--- src/rtl/mem_dual_stage_pkg.sv ---
// Shared definitions for the MEM stage: bus widths, slot layouts,
// load_op encoding, stall polarity and the read-data hold FSM states.
package mem_dual_stage_pkg;

  // Per-slot and composite bus widths
  localparam int EX_SLOT_W = 75;
  localparam int WB_SLOT_W = 70;
  localparam int RF_SLOT_W = 38;
  localparam int EX_BUS_W  = 2 * EX_SLOT_W + 1;
  localparam int WB_BUS_W  = 2 * WB_SLOT_W + 1;
  localparam int RF_BUS_W  = 2 * RF_SLOT_W;

  // load_op bit indices (one-hot)
  localparam int LD_LB  = 0;
  localparam int LD_LBU = 1;
  localparam int LD_LH  = 2;
  localparam int LD_LHU = 3;
  localparam int LD_LW  = 4;

  localparam logic [4:0] OP_LB  = 5'b00001;
  localparam logic [4:0] OP_LBU = 5'b00010;
  localparam logic [4:0] OP_LH  = 5'b00100;
  localparam logic [4:0] OP_LHU = 5'b01000;
  localparam logic [4:0] OP_LW  = 5'b10000;

  // Stall bus polarity and the bits this stage looks at
  localparam logic STOP      = 1'b1;
  localparam logic NO_STOP   = 1'b0;
  localparam int   STALL_MEM = 4;
  localparam int   STALL_WB  = 5;

  typedef struct packed {
    logic [31:0] pc;
    logic [4:0]  load_op;
    logic        we;
    logic [4:0]  waddr;
    logic [31:0] ex_result;
  } ex_slot_t;

  typedef struct packed {
    logic [31:0] pc;
    logic        we;
    logic [4:0]  waddr;
    logic [31:0] wdata;
  } wb_slot_t;

  typedef struct packed {
    logic        we;
    logic [4:0]  waddr;
    logic [31:0] wdata;
  } rf_slot_t;

  typedef enum logic [1:0] {
    ST_IDLE  = 2'd0,
    ST_FRESH = 2'd1,
    ST_HELD  = 2'd2
  } hold_state_t;

endpackage

--- src/rtl/mem_load_align.sv ---
// Load data alignment: selects the addressed byte/halfword of a 32-bit
// little-endian read word and sign- or zero-extends it. Purely combinational.
module mem_load_align
  import mem_dual_stage_pkg::*;
(
  input  logic [31:0] rdata,
  input  logic [1:0]  addr,
  input  logic [4:0]  load_op,
  output logic [31:0] result
);

  logic [7:0]  byte_s;
  logic [15:0] half_s;

  // Lane selection, then extension by load kind; a[0] is ignored for halfwords
  always_comb begin
    byte_s = 8'h00;
    half_s = 16'h0000;
    result = 32'h0000_0000;
    case (addr)
      2'd0:    byte_s = rdata[7:0];
      2'd1:    byte_s = rdata[15:8];
      2'd2:    byte_s = rdata[23:16];
      2'd3:    byte_s = rdata[31:24];
      default: byte_s = 8'h00;
    endcase
    if (addr[1]) begin
      half_s = rdata[31:16];
    end else begin
      half_s = rdata[15:0];
    end
    case (load_op)
      OP_LB:   result = {{24{byte_s[7]}}, byte_s};
      OP_LBU:  result = {24'h00_0000, byte_s};
      OP_LH:   result = {{16{half_s[15]}}, half_s};
      OP_LHU:  result = {16'h0000, half_s};
      OP_LW:   result = rdata;
      default: result = 32'h0000_0000;
    endcase
  end

endmodule

--- src/rtl/mem_dual_stage.sv ---
// Dual-issue MEM stage: EX->MEM stage register, single-slot load alignment,
// MEM->WB and forwarding buses, plus a one-entry SRAM read-data hold buffer
// that keeps the synchronous read return valid while MEM is stalled.
module mem_dual_stage
  import mem_dual_stage_pkg::*;
#(
  parameter int SLOT_WD    = EX_SLOT_W,
  parameter int WB_SLOT_WD = WB_SLOT_W,
  parameter int RF_SLOT_WD = RF_SLOT_W
) (
  input  logic                    clk,
  input  logic                    rst,
  input  logic                    flush,
  input  logic [5:0]              stall,
  input  logic [2*SLOT_WD:0]      ex_to_mem_bus,
  input  logic [31:0]             data_sram_rdata,
  output logic [2*WB_SLOT_WD:0]   mem_to_wb_bus,
  output logic [2*RF_SLOT_WD-1:0] mem_to_rf_bus
);

  logic [2*SLOT_WD:0] stage_r;
  hold_state_t        state_r;
  hold_state_t        state_nxt_s;
  logic [31:0]        hold_r;
  logic [31:0]        hold_nxt_s;
  logic               hold_s;
  logic               bubble_s;
  logic               switch_s;
  ex_slot_t           slot0_s;
  ex_slot_t           slot1_s;
  logic [31:0]        rdata_eff_s;
  logic [31:0]        load_data_s;
  logic [31:0]        wdata0_s;
  wb_slot_t           wb0_s;
  wb_slot_t           wb1_s;
  rf_slot_t           rf0_s;
  rf_slot_t           rf1_s;

  // MEM and WB both stopped: the stage keeps its contents
  assign hold_s   = (stall[STALL_MEM] == STOP) && (stall[STALL_WB] == STOP);
  // MEM stopped while WB advances: push a bubble forward
  assign bubble_s = (stall[STALL_MEM] == STOP) && (stall[STALL_WB] == NO_STOP);

  // Stage register: reset, flush, bubble, load, else hold
  always_ff @(posedge clk) begin
    if (rst) begin
      stage_r <= '0;
    end else if (flush) begin
      stage_r <= '0;
    end else if (bubble_s) begin
      stage_r <= '0;
    end else if (stall[STALL_MEM] == NO_STOP) begin
      stage_r <= ex_to_mem_bus;
    end else begin
      stage_r <= stage_r;
    end
  end

  // Hold FSM next state: capture the live SRAM return on the first hold edge
  always_comb begin
    state_nxt_s = state_r;
    hold_nxt_s  = hold_r;
    if (rst || flush) begin
      state_nxt_s = ST_IDLE;
      hold_nxt_s  = 32'h0000_0000;
    end else begin
      case (state_r)
        ST_IDLE: begin
          if (!hold_s) begin
            state_nxt_s = ST_FRESH;
          end else begin
            state_nxt_s = ST_IDLE;
          end
        end
        ST_FRESH: begin
          if (hold_s) begin
            state_nxt_s = ST_HELD;
            hold_nxt_s  = data_sram_rdata;
          end else begin
            state_nxt_s = ST_FRESH;
          end
        end
        ST_HELD: begin
          if (!hold_s) begin
            state_nxt_s = ST_FRESH;
          end else begin
            state_nxt_s = ST_HELD;
          end
        end
        default: begin
          state_nxt_s = ST_IDLE;
          hold_nxt_s  = 32'h0000_0000;
        end
      endcase
    end
  end

  // Hold FSM state and buffer registers
  always_ff @(posedge clk) begin
    if (rst) begin
      state_r <= ST_IDLE;
      hold_r  <= 32'h0000_0000;
    end else begin
      state_r <= state_nxt_s;
      hold_r  <= hold_nxt_s;
    end
  end

  assign switch_s    = stage_r[2*SLOT_WD];
  assign slot1_s     = stage_r[2*SLOT_WD-1:SLOT_WD];
  assign slot0_s     = stage_r[SLOT_WD-1:0];
  assign rdata_eff_s = (state_r == ST_HELD) ? hold_r : data_sram_rdata;

  mem_load_align u_align (
    .rdata   (rdata_eff_s),
    .addr    (slot0_s.ex_result[1:0]),
    .load_op (slot0_s.load_op),
    .result  (load_data_s)
  );

  // Only slot0 can load; slot1 always writes back its ALU result
  assign wdata0_s = (slot0_s.load_op != 5'b00000) ? load_data_s : slot0_s.ex_result;

  assign wb0_s = '{pc: slot0_s.pc, we: slot0_s.we, waddr: slot0_s.waddr, wdata: wdata0_s};
  assign wb1_s = '{pc: slot1_s.pc, we: slot1_s.we, waddr: slot1_s.waddr, wdata: slot1_s.ex_result};
  assign rf0_s = '{we: slot0_s.we, waddr: slot0_s.waddr, wdata: wdata0_s};
  assign rf1_s = '{we: slot1_s.we, waddr: slot1_s.waddr, wdata: slot1_s.ex_result};

  assign mem_to_wb_bus = {switch_s, wb1_s, wb0_s};
  assign mem_to_rf_bus = {rf1_s, rf0_s};

endmodule

--- config.mk ---
export PLATFORM = sky130hd
export DESIGN_NAME = mem_dual_stage
export DESIGN_NICKNAME = d
export VERILOG_FILES = /design/src/rtl/mem_dual_stage_pkg.sv /design/src/rtl/mem_load_align.sv /design/src/rtl/mem_dual_stage.sv
export SDC_FILE = /design/constraint.sdc
export NUM_CORES = 1
export LEC_CHECK = 0
export ABC_AREA = 1
export BUFFER_PORTS_ARGS = -buffer_cell sky130_fd_sc_hd__buf_2
export CAP_MARGIN = 25
export CORE_AREA = 2 2 160 162
export CTS_CLUSTER_DIAMETER = 200
export DETAILED_ROUTE_END_ITERATION = 10
export DIE_AREA = 0 0 162 164
export PLACE_DENSITY_LB_ADDON = 0.1
export REMOVE_ABC_BUFFERS = 1
export SYNTH_ARGS = -nofsm -noshare
export SYNTH_HDL_FRONTEND = slang
export SYNTH_SLANG_ARGS = --single-unit
--- constraint.sdc ---
create_clock -name clk -period 2.5 [get_ports clk]
set_clock_uncertainty 0.1 [all_clocks]
set_input_delay 0.375 -clock clk [delete_from_list [all_inputs] [get_ports clk]]
set_output_delay 0.375 -clock clk [all_outputs]
set_load 0.02 [all_outputs]
; Word-level counts from Yosys, hierarchy flattened
; Index checks and enable logic that the tools add are counted.
[word_totals]
ff_bits = 185
latchBits = 0
ramBits = 0
rom_bits = 0
in_bits = 192
out_inout_bits = 217
word_cells = 37
memories = 0
[classes]
n_addsub = 0
multipliers = 0
n_div = 0
magnitude_cmp = 0
eq_ne = 11
n_shift = 0
n_mux = 10
n_bitwise = 2
n_reduce_logical = 11
[ops]
columns = operator, count
row1 = 32-bit case mux with 5 select lines, 1
row2 = 32-bit two-way mux, 3
row3 = 32-bit case mux with 2 select lines, 1
row4 = 8-bit case mux with 4 select lines, 1
row5 = 16-bit two-way mux, 1
row6 = "2-bit equality test, second input constant", 3
row7 = 2-bit OR reduction, 3
row8 = "5-bit by 1-bit equality test with 1-bit output, second input constant", 1
row9 = "5-bit by 2-bit equality test with 1-bit output, second input constant", 1
row10 = "5-bit by 3-bit equality test with 1-bit output, second input constant", 1
row11 = "5-bit by 4-bit equality test with 1-bit output, second input constant", 1
row12 = "5-bit equality test, second input constant", 1
row13 = 5-bit nonzero test, 1
row14 = "2-bit by 1-bit equality test with 1-bit output, second input constant", 2
row15 = 2-bit zero test, 2
row16 = 2-bit case mux with 2 select lines, 1
row17 = 3-bit OR reduction, 1
row18 = 1-bit logical AND, 2
row19 = 2-bit two-way mux, 1
row20 = "2-bit != test, second input constant", 1
row21 = 1-bit NOT, 2
row22 = 2-bit AND reduction, 1
row23 = 1-bit logical OR, 1
row24 = 1-bit two-way mux, 1

; Logic depth before layout (Yosys ltp)
; Gate-level depths: netlist (run 1).
[depth]
depth_word = 5
mapped_depth = 14
ltp_nobuf = 10

; Cells and area by module
; Synthesis (run 1) repeated with hierarchy kept, for this count alone.
[unflattened]
hier_cells = 1455
hier_area_um2 = 10097.2
[modules_own_cells]
columns = mod, n_inst, cells_each, area_each_um2, seq_area_each_um2
row1 = mem_dual_stage, 1, 1191, 8807.2, 3603.5
row2 = mem_load_align, 1, 264, 1290.0, 0.0

; Worst setup path after synthesis (run 1)
; OpenSTA, ideal clock, no wires.
[synth_timing]
path_type = flip-flop to output port
startpoint = reg state_r[0]
endpoint = out mem_to_wb_bus[6]
arrival_time_ns = 1.851
required_time_ns = 2.025
path_slack_ns = 0.174
stages_incl_launch_ff = 14
n_path_buf = 4
cell_sequence = dfxtp_1 > inv_1 > ha_1 > buf_6 > buf_8 > buf_6 > o21ai_2 > nand2_1 > nand2_1 > nand2_1 > nand2_1 > nand2_1 > a21oi_2 > buf_4
[synth_between]
elab_chain_len = 5
word_cells_on_any_way = 6
classes_between = eq/ne (1) / mux (5)
[synth_lines]
columns = element, line
row1 = start: declaration, mem_dual_stage.sv:22  ; hold_state_t state_r;
row2 = start signal: assignment, mem_dual_stage.sv:104  ; state_r <= state_nxt_s;
row3 = 2-bit equality test (*), mem_dual_stage.sv:112  ; assign rdata_eff_s = (state_r == ST_HELD) ? hold_r : data_sram_rdata;
row4 = 32-bit two-way mux (*), mem_dual_stage.sv:112
row5 = 8-bit case mux with 4 select lines or 16-bit two-way mux (tied branches), "mem_load_align.sv:20, mem_load_align.sv:27"
row6 = 32-bit case mux with 5 select lines (*), mem_load_align.sv:32  ; case (load_op)
row7 = 32-bit two-way mux (*), mem_dual_stage.sv:122  ; assign wdata0_s = (slot0_s.load_op != 5'b00000) ? load_data_s : slot0_s.ex_result;
row8 = end: declaration, mem_dual_stage.sv:17  ; output logic [2*WB_SLOT_WD:0] mem_to_wb_bus,
; Mark *: on every way between the ends. The rest lies on a longest branch, timed or not.

; Worst setup path in the final report (run 1)
[layout_timing]
startpoint = reg state_r[0]
endpoint = out mem_to_wb_bus[28]
; Same word-level chain as after synthesis.

==> flow_metrics.tcl, run 1 <==
set metrics [dict create \
    grt_pass1_vias 7961 \
    fp.dieW_um 162 \
    rsz0062_at_grt "yes" \
    area_growth_pct 24.7 \
    synth_warnings 0 \
    drcViolationCount 0 \
    holdWs_ns 0.0677 \
    synth_top_area_cell "dfxtp_1" \
    layout.area.seq_um2 3610 \
    die-area_um2 26600 \
    ant_nets 0 \
    crit_path_start_kind "register" \
    ys_types 31 \
    synthTopCellsByArea "dfxtp_1, nand2_1, buf_4" \
    synth_cells 1291 \
    p_int_mw 4.74 \
    insertion_delay_ns 0.43 \
    drive_gt1_share_pct 37.7 \
    run_status "finished with violations" \
    vias_per_cell 4.62 \
    p_comb_share_pct 16.4 \
    tightestPinTransition_ns 0.917 \
    chipHeight_um 164 \
    syn-mean-instance-area_um2 7.17 \
    dp.cells 1771 \
    ir_drop_mv 0.314 \
    post-route-period-util_pct 106 \
    cts_buffers 17 \
    maxCapViolations 0 \
    maxSlewViolCount 0 \
    grt-ovfl-total 0 \
    ys_seq_area_share_pct 38.9 \
    antenna_found_initial 12 \
    failed_checks "setup timing" \
    p_switching_mw 2.13 \
    wl_um 30000 \
    num-nets-final 1670 \
    timing.critical_path.arrival_ns 2.19 \
    power.leakage_nw 5.48 \
    core.rowCount 58 \
    finalHoldViolCount 0 \
    avgRoutedWirePerCell_um 16.5 \
    hpwl_um 21100 \
    p_per_area_nw_per_um2 596 \
    multi_input_area_um2 4030 \
    hp-class "primary input to register" \
    numPortBuffers 399 \
    grt_use_total_pct 21.8 \
    pwr-share-seq_pct 43.4 \
    grt_pass1_wl_um 45000 \
    cts_sinks 180 \
    io_pins 409 \
    n_fill_cell 2566 \
    vias 8421 \
    htreeDepth 4 \
    critPathCaptureType "output pin" \
    setup_violations 62 \
    clockPowerShare_pct 40.2 \
    relSlewSlack_pct 38.6 \
    post-route-min-period_ns 2.66 \
    initial_utilization_pct 37.3 \
    cp_max_fo 8 \
    path_class "register to output pin" \
    clk_pin_slew_ns 0.09 \
    gp_congestion 0.808 \
    synth-seq-cells 180 \
    drt_iter0_markers 524 \
    cts_buffer_depth 2 \
    critPathRequiredTime_ns 2.03 \
    p_sw_share_pct 31.1 \
    core_area_um2 24800 \
    grt_max_degree 147 \
    firstDrtPassIters 5 \
    timing.reg2reg.setup_slack_ns 0.78 \
    yosysTopAreaCellShare_pct 38.9 \
    syn_area_um2 9250 \
    final_cells 1821 \
    timing.fmax_ghz 0.376 \
    cts_tree "built" \
    root_buffer "clkbuf_16" \
    worst_slack_ns -0.161 \
]
[through the flow]
stage | utilization [%] | TNS (ns) | worst slack (ns) | power, mW | area (µm²)
floorplan | - | -719.73 | -4.61 | 3.58 | 7430
global placement | 40.5 | -0.253 | -0.0461 | 4.05 | 10100
detailed placement | 40.5 | -1.41 | -0.0928 | 4.05 | 10100
CTS | 45.7 | -6.77 | -0.172 | 6.93 | 11300
global route | 46.5 | -13.59 | -0.292 | 7.16 | 11500
finish | 46.5 | -6.68 | -0.161 | 6.87 | 11500
[critical path: stages, from the launching register on]
cell and delay (ns):
dfxtp_2 0.34, inv_2 0.06, ha_4 0.21, nand2_2 0.10, o21ai_4 0.07, o21ai_4 0.18
nand2_2 0.09, nand3_4 0.19, buf_12 0.14, buf_16 0.13, nand3_4 0.09, buf_6 0.14
[power groups by stage]
stage / combinational [mW] / clock [mW] / sequential, mW
final: 1.13 / 2.76 / 2.98
after global routing: 1.23 / 2.94 / 2.99
after CTS: 1.12 / 2.83 / 2.98
after detailed placement: 1.00 / 0 / 3.05
after global placement: 1.00 / 0 / 3.04
after floorplan: 0.459 / 0 / 3.12
[flip-flops by register name, indices dropped and copies added, names as in the netlist]
signal	cells
hold_r	32
stage_r	146
state_r	2
[synthesized netlist by cell type (all sizes together)]
library cell  number
nand3             52
nor3               2
a22oi              8
a31oi              1
dfxtp            180
a21oi            180
o21ai             48
clkinv             2
nand4              2
nor2              44
nor4               1
ha                 5
inv               45
clkbuf            27
a211oi            15
nand2            440
buf              239
[routing by layer]
metal  global-route usage (%)  vias to the layer above  wire length [µm]
met2                     36.8                      221             14900
met3                     9.29                       42              2510
met5                        0                        -                87
met4                     6.76                       14               652
met1                     24.9                     3818             11900
li1                         -                     4326                 -
[cells by family after synthesis]
kind of cell,after synthesis,share of synthesized area [%]
compound gates,252,14.7
fa+ha+maj,5,0.676
buf+inv,313,21.6
flops,180,38.9
simple gates,541,24.1
[cell type report]
| class | instances | share of cell area [%] |
|---|---|---|
| Antenna cell | 5 | 0.108 |
| Clock buffer | 18 | 3.72 |
| Clock inverter | 14 | 1.60 |
| Inverter | 47 | 1.59 |
| Multi-Input combinational cell | 798 | 34.9 |
| Sequential cell | 180 | 31.3 |
| Tap cell | 330 | 3.58 |
| Timing Repair Buffer | 429 | 23.2 |
[cells in the final DEF (no fill, tap or decap), types with 10 or more instances in the layout]
master,instances
nor2_1,23
nor2_4,13
nand2_2,10
buf_4,29
nand3_4,14
nand2_1,430
clkbuf_16,18
a21oi_1,179
a211oi_1,15
dfxtp_1,175
inv_1,42
buf_2,344
o21ai_1,15
nand3_1,24
buf_6,45
nand3_2,14
o21ai_2,22
[final timing paths]
kind | from | to | cells past startpoint
max | state_r[0] | mem_to_wb_bus[28] | 11
min | ex_to_mem_bus[110] | stage_r[110] | 3
max reg2reg | state_r[0] | hold_r[12] | 7
min reg2reg | stage_r[59] | stage_r[59] | 2
[repair_timing]
item / 4_1_cts / 5_1_grt
endpoints found under the hold margin: 0 / 0
pin swaps: 10 / 3
gates cloned: 1 / 1
hold buffers: 0 / 0
resized for setup: 166 / 41
setup buffers: 8 / 3
endpoints found under the setup margin: 64 / 64
No activity file was read; power rests on OpenSTA's default activity.
==> inputs of run 2 (changes only) <==
CORE_AREA = unset   (was 2 2 160 162)
CORE_ASPECT_RATIO = 0.6   (was unset)
CORE_MARGIN = 2   (was unset)
CORE_UTILIZATION = 40   (was unset)
CTS_BUF_LIST = sky130_fd_sc_hd__clkbuf_8   (was unset)
DIE_AREA = unset   (was 0 0 162 164)
PLACE_DENSITY = 0.71   (was unset)
PLACE_DENSITY_LB_ADDON = unset   (was 0.1)
==> run 2 against run 1 <==
  * The flow still finishes with violations (setup timing)
  * Flip-flop and latch count unchanged
  * Clock-buffer cell count unchanged
  * Worst hold slack worse by 0.016 ns
  * Via count up 5.5%
==> flow_metrics.tcl, run 2 (synthesis results as in run 1) <==
set metrics [dict create \
    grt-ovfl-total 0 \
    grt_pass1_vias 8097 \
    post-route-min-period_ns 2.72 \
    cts_sinks 180 \
    place_ws_ns -0.00239 \
    crit_path_start_kind "register" \
    firstDrtPassIters 5 \
    hold_depth 3 \
    numPortBuffers 399 \
    cts_buffers 17 \
    critPathRequiredTime_ns 2.03 \
    reg_top3 "stage_r (146), hold_r (32), state_r (2)" \
    min_from "ex_to_mem_bus[21]" \
    insertion_delay_ns 0.44 \
    fp.dieW_um 200 \
    post-route-period-util_pct 109 \
    drive_gt1_share_pct 38.5 \
    final_common_cell "nand2_1" \
    gp_congestion 0.896 \
    run_status "finished with violations" \
    clk_pin_slew_ns 0.10 \
    pwr-share-seq_pct 48.6 \
    p_switching_mw 1.86 \
    htreeDepth 4 \
    maxSlewViolCount 0 \
    grt_max_degree 147 \
    p_sw_share_pct 30.2 \
    hp-class "primary input to register" \
    n_fill_cell 2290 \
    layout.area.seq_um2 3610 \
    vias_per_cell 4.90 \
    critPathCaptureType "output pin" \
    wl_um 30000 \
    initial_utilization_pct 40.4 \
    antenna_found_initial 5 \
    relSlewSlack_pct 27.2 \
    largest_reg_flops 146 \
    cts_buffer_depth 2 \
    drt_iter0_markers 694 \
    area_growth_pct 23.9 \
    core_area_um2 22900 \
    rsz0062_at_grt "yes" \
    cts_tree "built" \
    clockPowerShare_pct 32.6 \
    setup_tns_ns -10.59 \
    io_pins 409 \
    maxCapViolations 0 \
    ir_drop_mv 0.307 \
    finalHoldViolCount 0 \
    tightestPinTransition_ns 1.09 \
    drcViolationCount 0 \
    rr_startpoint "state_r[0]" \
    p_per_area_nw_per_um2 536 \
    vias 8883 \
    p_comb_share_pct 18.8 \
    avgRoutedWirePerCell_um 16.5 \
    timing.critical_path.arrival_ns 2.24 \
    layout_common_cells "nand2_1, buf_2, a21oi_1" \
    rr_worst_depth 9 \
    cp_max_fo 7 \
    holdWs_ns 0.0515 \
    grt_pass1_wl_um 44500 \
    grt_use_total_pct 23.4 \
    die-area_um2 24400 \
    failed_checks "setup timing" \
    hpwl_um 20000 \
    ant_nets 0 \
    root_buffer "clkbuf_8" \
    path_class "register to output pin" \
    regMostFlops "stage_r" \
    multi_input_area_um2 4190 \
    core.rowCount 43 \
    timing.fmax_ghz 0.368 \
    cts-hold-fix-buffers 0 \
    startpoint "state_r[0]" \
    p_int_mw 4.28 \
    power.leakage_nw 5.49 \
    setup_violations 64 \
    num-nets-final 1680 \
    worst_slack_ns -0.220 \
    chipHeight_um 122 \
]
run 2: changes by cell type in the layout (fill, tap and decap cells not counted), moves of 8 or more:
cell / previous run / this run
nor2_4: 13 / 5
o21ai_1: 15 / 7
buf_6: 45 / 24
nor2_1: 23 / 34
clkinv_8: 8 / 0
buf_2: 344 / 364
clkbuf_8: 0 / 18
clkbuf_16: 18 / 2
o21ai_4: 3 / 15
run 2: path summary, 6_finish.rpt:
kind | end | slack, ns
max | mem_to_rf_bus[27] | -0.22
max reg2reg | hold_r[6] | 0.56
min reg2reg | stage_r[128] | 0.37
min | stage_r[21] | 0.05
run 2: worst max-delay path, cell delays in order, from the launching register on:
cell,delay (ns)
dfxtp_2,0.36
inv_4,0.05
ha_4,0.17
buf_12,0.16
o21ai_2,0.14
nand2_1,0.10
nand2_2,0.14
nand2_8,0.11
nand3_4,0.10
buf_12,0.16
nand3_4,0.10
buf_4,0.17
run 2: per-stage QoR:
| stage | util (%) | total power, mW | instance area (µm²) | std cells |
|---|---|---|---|---|
| finish | 50.0 | 6.14 | 11500 | 1814 |
| global placement | 43.8 | 4.03 | 10000 | 1755 |
| detailed placement | 43.8 | 4.04 | 10000 | 1755 |
| CTS | 48.9 | 6.14 | 11200 | 1805 |
| global route | 50.0 | 6.42 | 11500 | 1813 |
| floorplan | - | 3.58 | 7430 | 1025 |
run 2: final cells by class:
cell class | instances | share of cell area (%)
inverters | 47 | 1.59
multi-input cells | 800 | 36.6
flip-flops and latches | 180 | 31.5
clock inverters | 14 | 1.19
clock buffers | 18 | 2.16
diodes | 3 | 0.0655
well taps | 315 | 3.44
repair buffers | 437 | 23.5
run 2: what timing repair did:
item | CTS | global route
pin swaps | 15 | 15
resized for setup | 148 | 44
buffers inserted | 12 | 6
gates cloned | 6 | 2
setup endpoints to repair | 64 | 64
run 2: power by group through the flow:
stage	combinational, mW	clock [mW]	sequential, mW
3_3_place_gp	0.986	0	3.04
6_report	1.16	2.00	2.98
3_5_place_dp	0.997	0	3.05
4_1_cts	1.11	2.05	2.98
2_1_floorplan	0.459	0	3.12
5_1_grt	1.24	2.19	2.99
run 2: metal layers:
layer  global-route usage (%)  wire [µm]  vias to the layer above
li1                         -          -                     4330
met5                        0         27                        -
met3                     6.53       2840                       28
met1                     31.1      13200                     4137
met4                     5.93        374                        4
met2                     37.7      13600                      384
